$ cat src/rtl/activation_pkg.sv
// Shared definitions for the activation unit: function-select encoding
// and the saturating clip-counter arithmetic.
package activation_pkg;

   typedef enum logic [1:0] {
      ACT_PASS  = 2'd0,
      ACT_RELU  = 2'd1,
      ACT_LEAKY = 2'd2,
      ACT_CLIP  = 2'd3
   } act_mode_e;

   localparam int CLIP_CNT_W = 16;

   // Add without wrapping: once the counter tops out it sticks at all-ones.
   function automatic logic [CLIP_CNT_W-1:0] clip_sat_add(
      input logic [CLIP_CNT_W-1:0] base,
      input logic [CLIP_CNT_W-1:0] inc
   );
      logic [CLIP_CNT_W:0] sum;
      sum = {1'b0, base} + {1'b0, inc};
      return sum[CLIP_CNT_W] ? {CLIP_CNT_W{1'b1}} : sum[CLIP_CNT_W-1:0];
   endfunction

endpackage

$ cat src/rtl/act_lane.sv
// One lane of the activation function: purely combinational, signed
// two's-complement in, result plus a flag saying the CLIP_MAX ceiling bit.
module act_lane
   import activation_pkg::*;
#(
   parameter int                DATA_W     = 32,
   parameter int                LEAK_SHIFT = 3,
   parameter logic [DATA_W-1:0] CLIP_MAX   = 32'h0006_0000
) (
   input  logic [DATA_W-1:0] value,
   input  logic [1:0]        mode,
   output logic [DATA_W-1:0] result,
   output logic              clipped
);

   logic signed [DATA_W-1:0] value_s;
   logic signed [DATA_W-1:0] clip_max_s;
   logic                     is_neg;

   assign value_s    = value;
   assign clip_max_s = CLIP_MAX;
   assign is_neg     = value_s[DATA_W-1];

   always_comb begin
      // NOTE: every output gets a default before the case so no path can leave it unassigned (no latch).
      result  = value;
      clipped = 1'b0;
      unique case (act_mode_e'(mode))
         ACT_PASS:  ;
         ACT_RELU:  if (is_neg) result = '0;
         ACT_LEAKY: if (is_neg) result = value_s >>> LEAK_SHIFT;
         ACT_CLIP: begin
            if (is_neg) begin
               result = '0;
            end else if (value_s > clip_max_s) begin
               result  = CLIP_MAX;
               clipped = 1'b1;
            end
         end
         default: ;
      endcase
   end

endmodule

$ cat src/rtl/activation_unit.sv
// Two-stage valid/ready activation pipeline: S1 registers the input beat,
// S2 registers the per-lane results; also reports end-of-vector and clip statistics.
module activation_unit
   import activation_pkg::*;
#(
   parameter int                DATA_W     = 32,
   parameter int                LANES      = 4,
   parameter int                LEAK_SHIFT = 3,
   parameter logic [DATA_W-1:0] CLIP_MAX   = 32'h0006_0000
) (
   input  logic                    clock,
   input  logic                    reset_n,
   input  logic [LANES*DATA_W-1:0] act_in,
   input  logic [1:0]              act_mode,
   input  logic                    act_valid,
   input  logic                    act_last,
   output logic                    act_ready,
   output logic [LANES*DATA_W-1:0] act_out,
   output logic                    act_out_valid,
   input  logic                    act_out_ready,
   output logic                    act_done,
   output logic [15:0]             clip_count
);

   localparam int BEAT_W  = LANES * DATA_W;
   localparam int NCLIP_W = $clog2(LANES + 1);

   logic                  ready_en_q, ready_en_d;
   logic                  s1_valid_q, s1_valid_d;
   logic [BEAT_W-1:0]     s1_data_q,  s1_data_d;
   logic [1:0]            s1_mode_q,  s1_mode_d;
   logic                  s1_last_q,  s1_last_d;
   logic                  s2_valid_q, s2_valid_d;
   logic [BEAT_W-1:0]     s2_data_q,  s2_data_d;
   logic                  s2_last_q,  s2_last_d;
   logic [NCLIP_W-1:0]    s2_nclip_q, s2_nclip_d;
   logic                  done_q,     done_d;
   logic [CLIP_CNT_W-1:0] clip_q,     clip_d;

   logic [BEAT_W-1:0]     lane_result;
   logic [LANES-1:0]      lane_clipped;
   logic [NCLIP_W-1:0]    lane_nclip;
   logic                  s2_load;
   logic                  out_hs;
   logic [CLIP_CNT_W-1:0] clip_base;

   for (genvar i = 0; i < LANES; i++) begin : g_lane
      act_lane #(
         .DATA_W     (DATA_W),
         .LEAK_SHIFT (LEAK_SHIFT),
         .CLIP_MAX   (CLIP_MAX)
      ) u_lane (
         .value   (s1_data_q[i*DATA_W +: DATA_W]),
         .mode    (s1_mode_q),
         .result  (lane_result[i*DATA_W +: DATA_W]),
         .clipped (lane_clipped[i])
      );
   end

   always_comb begin
      lane_nclip = '0;
      for (int i = 0; i < LANES; i++) begin
         lane_nclip = lane_nclip + NCLIP_W'(lane_clipped[i]);
      end
   end

   always_comb begin
      s2_load   = !s2_valid_q || act_out_ready;
      out_hs    = s2_valid_q && act_out_ready;
      // ready_en_q keeps the input closed until the first edge after reset releases.
      act_ready = ready_en_q && (!s1_valid_q || s2_load);

      ready_en_d = 1'b1;
      s1_valid_d = s1_valid_q;
      s1_data_d  = s1_data_q;
      s1_mode_d  = s1_mode_q;
      s1_last_d  = s1_last_q;
      s2_valid_d = s2_valid_q;
      s2_data_d  = s2_data_q;
      s2_last_d  = s2_last_q;
      s2_nclip_d = s2_nclip_q;

      if (act_ready) begin
         s1_valid_d = act_valid;
         s1_data_d  = act_in;
         s1_mode_d  = act_mode;
         s1_last_d  = act_last;
      end

      if (s2_load) begin
         s2_valid_d = s1_valid_q;
         s2_data_d  = lane_result;
         s2_last_d  = s1_last_q;
         s2_nclip_d = lane_nclip;
      end

      done_d = out_hs && s2_last_q;

      // The clear on the done cycle happens first, so a beat leaving in that cycle lands on zero.
      clip_base = done_q ? '0 : clip_q;
      clip_d    = out_hs ? clip_sat_add(clip_base, CLIP_CNT_W'(s2_nclip_q)) : clip_base;
   end

   // NOTE: all flops, data registers included, are reset so act_out reads zero while reset_n is low.
   always_ff @(posedge clock or negedge reset_n) begin
      if (!reset_n) begin
         ready_en_q <= 1'b0;
         s1_valid_q <= 1'b0;
         s1_data_q  <= '0;
         s1_mode_q  <= '0;
         s1_last_q  <= 1'b0;
         s2_valid_q <= 1'b0;
         s2_data_q  <= '0;
         s2_last_q  <= 1'b0;
         s2_nclip_q <= '0;
         done_q     <= 1'b0;
         clip_q     <= '0;
      end else begin
         // NOTE: non-blocking so every flop samples the pre-edge value of the others.
         ready_en_q <= ready_en_d;
         s1_valid_q <= s1_valid_d;
         s1_data_q  <= s1_data_d;
         s1_mode_q  <= s1_mode_d;
         s1_last_q  <= s1_last_d;
         s2_valid_q <= s2_valid_d;
         s2_data_q  <= s2_data_d;
         s2_last_q  <= s2_last_d;
         s2_nclip_q <= s2_nclip_d;
         done_q     <= done_d;
         clip_q     <= clip_d;
      end
   end

   assign act_out       = s2_data_q;
   assign act_out_valid = s2_valid_q;
   assign act_done      = done_q;
   assign clip_count    = clip_q;

endmodule

$ cat config.mk
export PLATFORM = sky130hd
export DESIGN_NAME = activation_unit
export DESIGN_NICKNAME = d
export VERILOG_FILES = /design/src/rtl/activation_pkg.sv /design/src/rtl/act_lane.sv /design/src/rtl/activation_unit.sv
export SDC_FILE = /design/constraint.sdc
export NUM_CORES = 1
export LEC_CHECK = 0
export ABC_AREA = 1
export CAP_MARGIN = 10
export CORE_ASPECT_RATIO = 1.25
export CORE_MARGIN = 2
export CORE_UTILIZATION = 40
export DETAILED_ROUTE_END_ITERATION = 8
export DONT_BUFFER_PORTS = 1
export GPL_TIMING_DRIVEN = 0
export PLACE_DENSITY = 0.59
export SETUP_SLACK_MARGIN = 0.02
export SYNTH_ARGS = -nofsm -noshare
export SYNTH_HDL_FRONTEND = slang
export SYNTH_SLANG_ARGS = --single-unit
export TNS_END_PERCENT = 30
$ cat constraint.sdc
create_clock -name clock -period 4.8 [get_ports clock]
set_clock_uncertainty 0.05 [all_clocks]
set_input_delay 1.2 -clock clock [delete_from_list [all_inputs] [get_ports clock]]
set_output_delay 1.2 -clock clock [all_outputs]
set_load 0.02 [all_outputs]
==> results of run 1 <==
final timing paths:
kind	start	endpoint	slack, ns	cells past startpoint
worst min register to register	s1_valid_q	act_out_valid	0.44	2
worst min-delay path	reset_n	clip_count[14]	0.27	0
max in group asynchronous	reset_n	s1_data_q[43]	3.57	0
worst max register to register	act_done	clip_count[12]	1.84	13
worst max-delay path	act_out_ready	act_ready	0.95	6
min in group clock	s1_valid_q	act_out_valid	0.44	2
cells by family (layout without fill, tap and decap cells):
group	Yosys count	in the layout	synth area share (%)
buffers and inverters	296	347	8.338
flip-flops	283	283	49.89
adder cells (fa/ha/maj)	7	7	0.7227
AO/OA/AOI/OAI	536	536	20.47
XOR/XNOR	1	1	0.06171
other	1	1	0.02642
AND/OR/NAND/NOR	722	722	20.50
layout make-up:
| cell class | count | area share (%) |
|---|---|---|
| flip-flops and latches | 283 | 44.89 |
| multi-input cells | 1267 | 37.59 |
| clock buffers | 42 | 5.623 |
| inverters | 171 | 4.068 |
| well taps | 474 | 3.759 |
| plain buffers | 125 | 3.434 |
| clock inverters | 9 | 0.6423 |
state kept, by name (all words and copies together) (netlist names):
signal	flops
s1_valid_q	1
s1_data_q	128
s1_mode_q	2
clip_count	16
s2_last_q	1
act_out_valid	1
s1_last_q	1
act_done	1
s2_nclip_q	3
act_out	128
ready_en_q	1
power breakdown:
group	switching [mW]	leakage, nW	internal (mW)
registers	0.848	3.49	2.87
clock network	0.991	0.495	1.38
logic	1.14	3.22	0.551
total	2.98	7.20	4.80
cells in the final DEF, fill, tap and decap left out, drive strengths merged, types with 30 or more instances in the layout:
cell / instances
a21oi: 203
buf: 62
clkbuf: 105
dfrtp: 283
inv: 172
nand2: 393
nand3: 104
nor2: 211
o211ai: 30
o21ai: 208
o22ai: 68
metal layers:
layer	global-route usage, %	wire length (um)
met1	32.32	19650
met3	7.642	4369
met4	10.94	1932
met5	0.6510	32
met2	43.36	23270
stage by stage:
| stage | std cells | hold slack, ns | power [mW] |
|---|---|---|---|
| CTS | 2371 | 0.2524 | 7.826 |
| global route | 2371 | 0.2434 | 8.202 |
| finish | 2371 | 0.2670 | 7.780 |
| global placement | 2320 | 0.4123 | 5.386 |
| detailed placement | 2320 | 0.4231 | 5.428 |
| floorplan | 1846 | 0.3954 | 4.789 |
==> results.json, run 1 <==
{
  "hold_viol": 0,
  "period_minus_slack_ns": 3.850,
  "worstPathArrival_ns": 2.60,
  "ctsHoldBuffers": 0,
  "antenna_found_initial": 0,
  "drt_wl_total_mm": 49.25,
  "dpl_cell_area_mm2": 0.01479,
  "setup_viol": 0,
  "outcome": "completed",
  "rows": 77,
  "finalInstanceArea_mm2": 0.01578,
  "io_buffers": 0,
  "yosysMostFrequentCell": "nand2_1",
  "firstDrtPassIters": 5,
  "syn-mean-instance-area_um2": 7.690,
  "die-area_mm2": 0.03702,
  "num_vias": 13100,
  "drt_iter0_drc": 982,
  "yosysUniqueCellTypes": 33,
  "drive_gt1_share_pct": 6.009,
  "fp.dieH_um": 214.6,
  "path_buf_inv": 3,
  "dp_hpwl_mm": 35.24,
  "synth_top_cell_area_share_pct": 49.89,
  "gr-total-overflow": 0,
  "synth_common_cells": "389 x nand2_1, 283 x dfrtp_1, 209 x nor2_1, 203 x a21oi_1, 167 x inv_1",
  "synth-seq-cells": 283,
  "tightest_slew_ns": 1.049,
  "grt_usage_pct": 26.34,
  "cts_tree": "yes",
  "start_kind": "primary input",
  "viasPerCell": 5.526,
  "clkTransAtPathRegs_ns": 0.06,
  "antenna_cells": 0,
  "power_leakage_nw": 7.204,
  "drv_cap": 0,
  "slowest_stage": "buf_2",
  "dp_worst_setup_slack_ns": 0.9183,
  "grt_setup_unrepaired": "false",
  "finalCritPeriodShare_pct": 80.20,
  "synth_edf_count": 0,
  "clock-sinks": 283,
  "ctsResizeCount": 0,
  "syn_inst": 1846,
  "drcViolationCount": 0,
  "ys.warnings.count": 0,
  "gp_congestion": 0.8743,
  "crit_family": "buffers and inverters",
  "drtAntennaViolNets": 0,
  "setup_slack_ns": 0.9502,
  "n_fill_cell": 3622,
  "synth-seq-area-share_pct": 49.89,
  "cp_max_fo": 10,
  "post_cts_buffers": 0,
  "area_growth_pct": 11.14,
  "cts_made_buffers": 31,
  "post-route-util_pct": 44.87,
  "setup_tns_ns": 0,
  "slew_headroom_pct": 30.06,
  "core_area_mm2": 0.03517,
  "multi_input_area_mm2": 0.005931,
  "hold_class": "in2async",
  "worstPathCellList": "nor2_1, nand2_1, nand2_1, inv_2, buf_2, buf_2",
  "grt_pass1_vias": 13100,
  "syn_area_mm2": 0.01420,
  "max_freq_mhz": 259.8,
  "grt_pass1_wl_mm": 76.58,
  "cp.required_ns": 3.55,
  "nNetsFinal": 2021,
  "die_w_um": 172.5,
  "start_util_pct": 40.37,
  "synth_area_leaders": "dfrtp_1 50%, nand2_1 10%, a21oi_1 7.2%",
  "grt_max_degree": 284,
  "synth_top_cell_by_area": "dfrtp_1",
  "clk_latency_ns": 0.58,
  "avgRoutedWirePerCell_um": 20.77,
  "io_pins": 282,
  "cts.path.max_buffers": 3,
  "synth.net_count": 1988,
  "endpoint_kind": "output port",
  "max_stage_delay_ns": 0.44,
  "clockRootBuffer": "clkbuf_16",
  "synthArstFlopShare_pct": 100.0,
  "cellPowerDensity_mw_per_mm2": 493.1,
  "ir_worst_vdd_mv": 0.3533,
  "synth_top_flop_cell": "dfrtp_1",
  "cts_htree_levels": 1,
  "ff_latch_area_mm2": 0.007082,
  "slew_violations": 0,
  "critical_path_class": "in2out"
}
(Power assumes the default switching activity.)
==> run 2, diff against run 1 <==
clock period = 3.62 ns   (was 4.8 ns; I/O delays follow)
==> run 2 against run 1 <==
Compared with the run above:
- the run now ends with hold timing left
- critical path depth increased by 1
- via count about the same
- count of clock-buffer cells in the layout stayed put
- critical path type is now reg2out
- critical endpoint unchanged
- largest power group unchanged
- highest routed layer unchanged
==> results.json, run 2 (same netlist as run 1, synthesis figures left out) <==
{
  "cts.path.max_buffers": 3,
  "area_growth_pct": 11.16,
  "firstDrtPassIters": 6,
  "cp_max_fo": 10,
  "die_w_um": 172.5,
  "period_minus_slack_ns": 3.449,
  "avgRoutedWirePerCell_um": 20.78,
  "io_pins": 282,
  "dp_worst_setup_slack_ns": 0.3283,
  "n_fill_cell": 3623,
  "setup_tns_ns": 0,
  "start_util_pct": 40.37,
  "grt_max_degree": 284,
  "die-area_mm2": 0.03702,
  "num_vias": 13090,
  "drive_gt1_share_pct": 6.009,
  "layout_commonest_cell": "nand2_1",
  "clockRootBuffer": "clkbuf_16",
  "final_cell_mix": "389 x nand2_1, 283 x dfrtp_1, 209 x nor2_1",
  "grt_setup_unrepaired": "false",
  "drt_wl_total_mm": 49.27,
  "viasPerCell": 5.520,
  "finalCritPeriodShare_pct": 95.27,
  "max_freq_mhz": 290.0,
  "antenna_cells": 0,
  "hold_class": "in2async",
  "clk_latency_ns": 0.58,
  "violations": "hold timing",
  "cts_htree_levels": 1,
  "ir_worst_vdd_mv": 0.4685,
  "grt_usage_pct": 26.34,
  "drt_iter0_drc": 974,
  "io_buffers": 0,
  "grt_pass1_wl_mm": 76.58,
  "cts_tree": "yes",
  "grt_pass1_vias": 13100,
  "drcViolationCount": 0,
  "gr-total-overflow": 0,
  "rows": 77,
  "clkTransAtPathRegs_ns": 0.06,
  "fp.dieH_um": 214.6,
  "clock-sinks": 283,
  "outcome": "finished with violations",
  "endpoint_kind": "output port",
  "slew_violations": 0,
  "slew_headroom_pct": 30.20,
  "drv_cap": 0,
  "setup_slack_ns": 0.1713,
  "critical_path_class": "reg2out",
  "hold_viol": 52,
  "tightest_slew_ns": 1.047,
  "gp_congestion": 0.8743,
  "worstPathArrival_ns": 2.49,
  "drtAntennaViolNets": 0,
  "antenna_found_initial": 0,
  "start_kind": "register",
  "setup_viol": 0,
  "post-route-util_pct": 44.87,
  "cts_made_buffers": 31,
  "cellPowerDensity_mw_per_mm2": 653.9,
  "core_area_mm2": 0.03517,
  "nNetsFinal": 2021,
  "whs_ns": -0.02865,
  "power_leakage_nw": 7.205,
  "cp.required_ns": 2.66,
  "dp_hpwl_mm": 35.24
}
==> run 2: cell count changes in the layout (fill, tap and decap cells not counted), sizes merged <==
cell,change
buf,-1
clkbuf,+1
==> run 2: cell type report <==
cell class | count | area, um^2 | area share [%]
tap | 474 | 593.1 | 3.758
inverter | 171 | 641.9 | 4.068
clock buffer | 42 | 887.1 | 5.622
multi-input combinational | 1267 | 5931 | 37.58
sequential | 283 | 7082 | 44.88
buffer | 125 | 544.3 | 3.449
clock inverter | 9 | 101.3 | 0.6422
==> run 2: per-stage QoR <==
stage	instance area, um^2	power, mW	hold slack (ns)	std cells
floorplan	14200	6.350	0.3954	1846
global placement	14790	7.141	0.4123	2320
finish	15780	10.32	-0.02865	2371
CTS	15780	10.38	-0.04263	2371
detailed placement	14790	7.197	0.4231	2320
global route	15780	10.88	-0.05160	2371
==> run 2: per-layer routing <==
layer	track usage [%]	part of all wire [%]	vias to the layer above
met4	10.94	3.9	2
met3	7.642	8.9	105
met2	43.36	47	489
met1	32.32	40	6311
met5	0.6510	0.065	-
li1	-	-	6181
==> run 2: path summary, 6_finish.rpt <==
path	start	end	slack, ns	depth (start not counted)
setup / recovery	act_out_valid	act_ready	0.17	7
hold / removal	reset_n	clip_count[14]	-0.03	0
setup reg to reg	act_done	clip_count[12]	0.66	13
hold reg to reg	s1_valid_q	act_out_valid	0.44	2
max in group asynchronous	reset_n	s1_data_q[43]	2.69	0
min in group clock	act_in[125]	s1_data_q[125]	0.39	2
==> run 2: worst max-delay path: stages, from the launching register on <==
cell      delay (ns)
dfrtp_1         0.47
inv_1           0.08
nor2_1          0.09
nand2_1         0.07
nand2_1         0.14
inv_2           0.25
buf_2           0.41
clkbuf_4        0.38
==> run 2: power breakdown <==
group	internal [mW]	total, mW	switching (mW)
Sequential	3.80	4.93	1.13
Clock	1.83	3.15	1.31
Combinational	0.731	2.24	1.51
==> run 2: what timing repair did <==
item | CTS | global route
setup buffers | 0 | 0
hold endpoints to repair | 283 | 126
resized for setup | 0 | 1
endpoints found under the setup margin | 0 | 1
